$ cat src/rtl/dma_priority_encoder.sv
// dma_priority_encoder
// --------------------
// Request-resolution block of an 8237A-style DMA controller. It qualifies the
// raw DREQ pins against the mask, software-request and command bits, and picks
// one channel by fixed or rotating priority. The winner is handed to the
// timing control logic as ValidReqID/ReqID and held for the whole service.
// This block also drives the DACK handshake and moves the rotation pointer
// when a service completes.
//
// Ports:
//   clk          system clock, all state on the rising edge
//   reset        asynchronous active-high reset
//   MasterClear  synchronous clear, same effect as reset
//   DREQ[3:0]    raw channel request pins (polarity per CmdDreqLow)
//   MaskBits     1 = channel masked (software requests ignore the mask)
//   SwReq        software request bits
//   CmdDisable   controller disable
//   CmdRotPri    1 = rotating priority, 0 = fixed (channel 0 highest)
//   CmdDreqLow   1 = DREQ pins are active low
//   CmdDackHigh  1 = DACK pins are active high
//   HLDA         hold acknowledge from the CPU
//   SvcDone      one-cycle pulse: service of the current channel ended
//   ValidReqID   a granted request is pending or being serviced
//   ReqID[1:0]   granted channel (meaningful only while ValidReqID=1)
//   DACK[3:0]    channel acknowledge, polarity per CmdDackHigh
//   SwReqClr     one-cycle pulse clearing the serviced channel's SwReq bit

module dma_priority_encoder (
  input  logic       clk,
  input  logic       reset,
  input  logic       MasterClear,
  input  logic [3:0] DREQ,
  input  logic [3:0] MaskBits,
  input  logic [3:0] SwReq,
  input  logic       CmdDisable,
  input  logic       CmdRotPri,
  input  logic       CmdDreqLow,
  input  logic       CmdDackHigh,
  input  logic       HLDA,
  input  logic       SvcDone,
  output logic       ValidReqID,
  output logic [1:0] ReqID,
  output logic [3:0] DACK,
  output logic [3:0] SwReqClr
);

  localparam logic [1:0] IDLE    = 2'd0;
  localparam logic [1:0] REQ     = 2'd1;
  localparam logic [1:0] ACTIVE  = 2'd2;
  localparam logic [1:0] RELEASE = 2'd3;

  logic [1:0] stateReg;
  logic [3:0] sreqReg;
  logic [1:0] lpReg;
  logic [3:0] ackReg;
  logic       validReg;
  logic [1:0] reqIdReg;
  logic [3:0] swReqClrReg;

  logic [3:0] eff;
  logic [1:0] winner;
  logic [1:0] prioBase;
  logic [1:0] cand;

  // Effective request per channel. Software requests bypass the mask but
  // not the controller disable.
  generate
    for (genvar gi = 0; gi < 4; gi++) begin : gEff
      assign eff[gi] = (((sreqReg[gi] ^ CmdDreqLow) & ~MaskBits[gi]) | SwReq[gi])
                       & ~CmdDisable;
    end
  endgenerate

  // Priority search. Candidates are walked from lowest to highest priority
  // so the last hit (highest priority) wins. In rotating mode the channel
  // just after the last-serviced one (LP+1) is highest; in fixed mode the
  // base is channel 0. The 2-bit add wraps naturally modulo 4.
  always_comb begin
    winner   = 2'd0;
    cand     = 2'd0;
    prioBase = CmdRotPri ? (lpReg + 2'd1) : 2'd0;
    for (int k = 3; k >= 0; k--) begin
      cand = prioBase + 2'(k);
      if (eff[cand]) begin
        winner = cand;
      end
    end
  end

  always_ff @(posedge clk or posedge reset) begin
    if (reset) begin
      stateReg    <= IDLE;
      sreqReg     <= 4'b0000;
      lpReg       <= 2'd3;
      ackReg      <= 4'b0000;
      validReg    <= 1'b0;
      reqIdReg    <= 2'd0;
      swReqClrReg <= 4'b0000;
    end else if (MasterClear) begin
      stateReg    <= IDLE;
      sreqReg     <= 4'b0000;
      lpReg       <= 2'd3;
      ackReg      <= 4'b0000;
      validReg    <= 1'b0;
      reqIdReg    <= 2'd0;
      swReqClrReg <= 4'b0000;
    end else begin
      sreqReg     <= DREQ;
      swReqClrReg <= 4'b0000;
      case (stateReg)
        IDLE: begin
          if (eff != 4'b0000) begin
            reqIdReg <= winner;
            validReg <= 1'b1;
            stateReg <= REQ;
          end
        end
        REQ: begin
          // The grant is frozen here; a newly arriving higher-priority
          // request cannot preempt it, only a withdrawal can cancel it.
          if (HLDA) begin
            ackReg   <= 4'b0001 << reqIdReg;
            stateReg <= ACTIVE;
          end else if (!eff[reqIdReg]) begin
            validReg <= 1'b0;
            stateReg <= IDLE;
          end
        end
        ACTIVE: begin
          // SvcDone takes precedence over a simultaneous HLDA drop, so a
          // completed service always rotates and clears its SwReq bit.
          if (SvcDone) begin
            ackReg               <= 4'b0000;
            validReg             <= 1'b0;
            swReqClrReg[reqIdReg] <= 1'b1;
            if (CmdRotPri) begin
              lpReg <= reqIdReg;
            end
            stateReg <= RELEASE;
          end else if (!HLDA) begin
            ackReg   <= 4'b0000;
            validReg <= 1'b0;
            stateReg <= RELEASE;
          end
        end
        RELEASE: begin
          // One dead cycle so ValidReqID is low between back-to-back services.
          stateReg <= IDLE;
        end
        default: begin
          stateReg <= IDLE;
        end
      endcase
    end
  end

  assign ValidReqID = validReg;
  assign ReqID      = reqIdReg;
  assign DACK       = CmdDackHigh ? ackReg : ~ackReg;
  assign SwReqClr   = swReqClrReg;

endmodule

$ cat config.mk
export PLATFORM = sky130hd
export DESIGN_NAME = dma_priority_encoder
export DESIGN_NICKNAME = d
export VERILOG_FILES = /design/src/rtl/dma_priority_encoder.sv
export SDC_FILE = /design/constraint.sdc
export NUM_CORES = 1
export LEC_CHECK = 0
export CAP_MARGIN = 10
export CORE_MARGIN = 5
export CORE_UTILIZATION = 54
export DETAILED_ROUTE_END_ITERATION = 12
export GPL_TIMING_DRIVEN = 1
export PLACE_DENSITY = 0.85
export SKIP_LAST_GASP = 1
export SYNTH_ARGS = -nofsm -noshare
export SYNTH_HDL_FRONTEND = slang
export SYNTH_SLANG_ARGS = --single-unit
$ cat constraint.sdc
create_clock -name clk -period 3.4 [get_ports clk]
set_input_delay 0.85 -clock clk [delete_from_list [all_inputs] [get_ports clk]]
set_output_delay 0.85 -clock clk [all_outputs]
set_load 0.02 [all_outputs]
==> run_results.csv, run 1 <==
group,metric,value,unit
power_and_ir_drop,p_per_area,325.5,nW/um^2
logic_synthesis,ys.flop_type,"dfrtp_1",
floorplanning,die-area,3706,um^2
sta,tightest_slew,713.9,ps
final_layout,fill_cells,197,
critical_path,path_cells,"clkdlybuf4s50_1 -> xnor2_1 -> clkdlybuf4s50_1",
cts,cts_root_buf,"clkbuf_4",
sta,finalSetupViolCount,0,
logic_synthesis,synth_cells,151,
sta,hold_viol,0,
flow_run,max_cap_viol_count,0,
place,placed_area,1717,um^2
sta,slew-limit-headroom,0.5235,
logic_synthesis,yosysTopAreaCellShare,0.3044,
logic_synthesis,ys_ff_latch,19,
sta,rsz0062_at_grt,"false",
logic_synthesis,synth.area.top_cells,"dfrtp_1 (30%), nand2b_1 (4.5%), dfstp_2 (3.8%), mux2i_1 (3.6%), nor2b_1 (3.6%)",
logic_synthesis,synth_most_common_cell,"dfrtp_1",
detailed_routing,postRouteAntennaNets,0,
status,status,"complete, no violations",
place,io_buffers,31,
detailed_routing,dr.pass1.iters,4,
critical_path,cp_max_fo,4,
cts,cts_tree,"yes",
sta,finalCritPeriodShare,0.9088,
sta,min_period,3090,ps
sta,finClkSkew,1.174,ps
critical_path,slowest_delay,640,ps
critical_path,worst_setup_path_start_kind,"primary input",
logic_synthesis,syn_avg_cell_area,9.256,um^2
cts,htreeDepth,1,
critical_path,critical_path_arrival,2240,ps
logic_synthesis,synth_area_leader_cell,"dfrtp_1",
detailed_routing,vias,1260,
global_route,grt.total_usage,0.2099,
cts,clock-sinks,19,
global_route,antenna_found_initial,0,
place,globalplace.congestion,0.8533,
floorplanning,coreArea,2477,um^2
hold_path,min_path_type,"reg2reg",
cts,clk_path_buf_depth,2,
floorplanning,start_util,0.5641,
place,hpwl,2.702,mm
final_layout,nets,205,
floorplanning,fp.dieH,60.88,um
floorplanning,io_pins,32,
power_and_ir_drop,peakVddDrop,0.0002564,V
final_layout,postLayoutCoreUtil,0.7040,
logic_synthesis,async_reset_ff_frac,1.000,
cts,post_cts_buffers,0,
final_layout,insertedDiodeCount,0,
logic_synthesis,synth_cell_types,51,
cts,cts_resized,0,
sta,timing.fmax,323.6,MHz
critical_path,crit_top_cell,"clkdlybuf4s50_1",
detailed_routing,drc,0,
floorplanning,fp.dieW,60.88,um
sta,setup_tns,0,ps
logic_synthesis,ys_seq_area_frac,0.3420,
global_route,grt_start_max_net_pins,20,
detailed_routing,avgViaCountPerCell,6.000,
cts,cts_hold_buf,0,
critical_path,end_kind,"output port",
critical_path,cp_data_required_time,2550,ps
detailed_routing,drt-initial-drc-count,41,
logic_synthesis,syn-cell-area,1398,um^2
logic_synthesis,synthTopCellsByCount,"dfrtp_1 (17), nand2_1 (12), nor2_1 (12), nand2b_1 (10), nor2b_1 (8)",
critical_path,setup.worst_path.class,"in2out",
global_route,grt_pass1_wl,5.844,mm
critical_path,cpMaxStageDelayCell,"clkdlybuf4s50_1",
final_layout,drive_gt1_frac,0.1167,
sta,holdWs,524.4,ps
logic_synthesis,yosysWarnings,0,
detailed_routing,wl,3.434,mm
logic_synthesis,synth_edf_count,0,
final_layout,syn2layout_area_growth,24.80,%
cts,clkLatencyLatePin,280,ps
cts,clk_pin_slew,100,ps
cts,cts_buffers,3,
global_route,grt_pass1_vias,1303,
sta,drv_slew,0,
floorplanning,std_cell_rows,18,
power_and_ir_drop,p_leak,0.0007264,uW
logic_synthesis,synth_fp_nets,175,
final_layout,final_area,1744,um^2
detailed_routing,wl_per_cell,16.35,um
global_route,grt-ovfl-total,0,
cell type report:
cell class	instances	area, um^2	area share
multi-input combinational	118	857.1	0.4914
timing repair buffer	32	317.8	0.1822
clock buffer	3	22.52	0.01291
inverter	7	26.28	0.01506
tap	30	37.54	0.02152
sequential	19	478.0	0.2740
clock inverter	1	5.005	0.002869
path summary, 6_finish.rpt:
check                                 start          end  slack (ps)  cells after the start
worst min-delay path              ackReg[2]    ackReg[2]         520                      2
min in group asynchronous             reset  SwReqClr[0]         980                      2
max in group asynchronous             reset   sreqReg[3]        1970                      2
worst max register to register  stateReg[0]    ackReg[0]        1450                      6
worst max-delay path            CmdDackHigh      DACK[3]         310                      3
worst min register to register    ackReg[2]    ackReg[2]         520                      2
kinds of logic after synthesis:
| group | Yosys count | synth area share |
|---|---|---|
| and+or+nand+nor | 60 | 0.2301 |
| xor gates and xnor gates | 8 | 0.06088 |
| AOI/OAI and AO/OA | 41 | 0.2489 |
| DFF | 19 | 0.3420 |
| adders and majority gates | 3 | 0.02686 |
| buffers and inverters | 14 | 0.04476 |
| muxes | 6 | 0.04655 |
sequential cells by signal, indices dropped and copies added, names as in the netlist:
| register | flops |
|---|---|
| ReqID | 2 |
| sreqReg | 4 |
| ValidReqID | 1 |
| stateReg | 2 |
| SwReqClr | 4 |
| ackReg | 4 |
| lpReg | 2 |
placed cells by master, fill, tap and decap left out, drive strengths merged, types with 3 or more instances in the layout:
cell type,n
clkdlybuf4s50,31
dfrtp,17
nor2,12
nand2,12
nand2b,10
nor2b,9
a21oi,8
inv,7
o21ai,5
xnor2,5
mux2i,5
nand3,5
nor3,3
a31oi,3
a211oi,3
ha,3
clkbuf,3
xor2,3
o31ai,3
stage by stage:
stage               cells  worst slack [ps]  total power, uW
global placement      206             360.5            454.1
floorplan             151              1068            388.5
global route          210             228.9            605.3
CTS                   210             275.7            571.3
detailed placement    206             277.9            462.6
finish                210             310.0            567.8
critical path, delay by kind of cell:
family	cells	cell delay [ps]
buffers and inverters	2	1230
xor gates and xnor gates	1	160
report_power, final:
group          total [uW]  internal [uW]  switching, uW
logic                 204           96.3            108
registers             256            240           16.1
clock network         108           43.7           64.1
per-layer routing:
metal  routed length (um)  vias up  GRT usage
met1                 1419      594     0.2371
met2                 1723       49     0.3756
met4                   82        0    0.09907
li1                     -      604          -
met3                  208       13    0.04255
met5                    0        -          0
(Power assumes the default switching activity.)
==> inputs of run 2 (changes only) <==
- TNS_END_PERCENT: unset -> 5
==> results of run 2 <==
The final DEF is identical to that of run 1; final timing and power are the same.
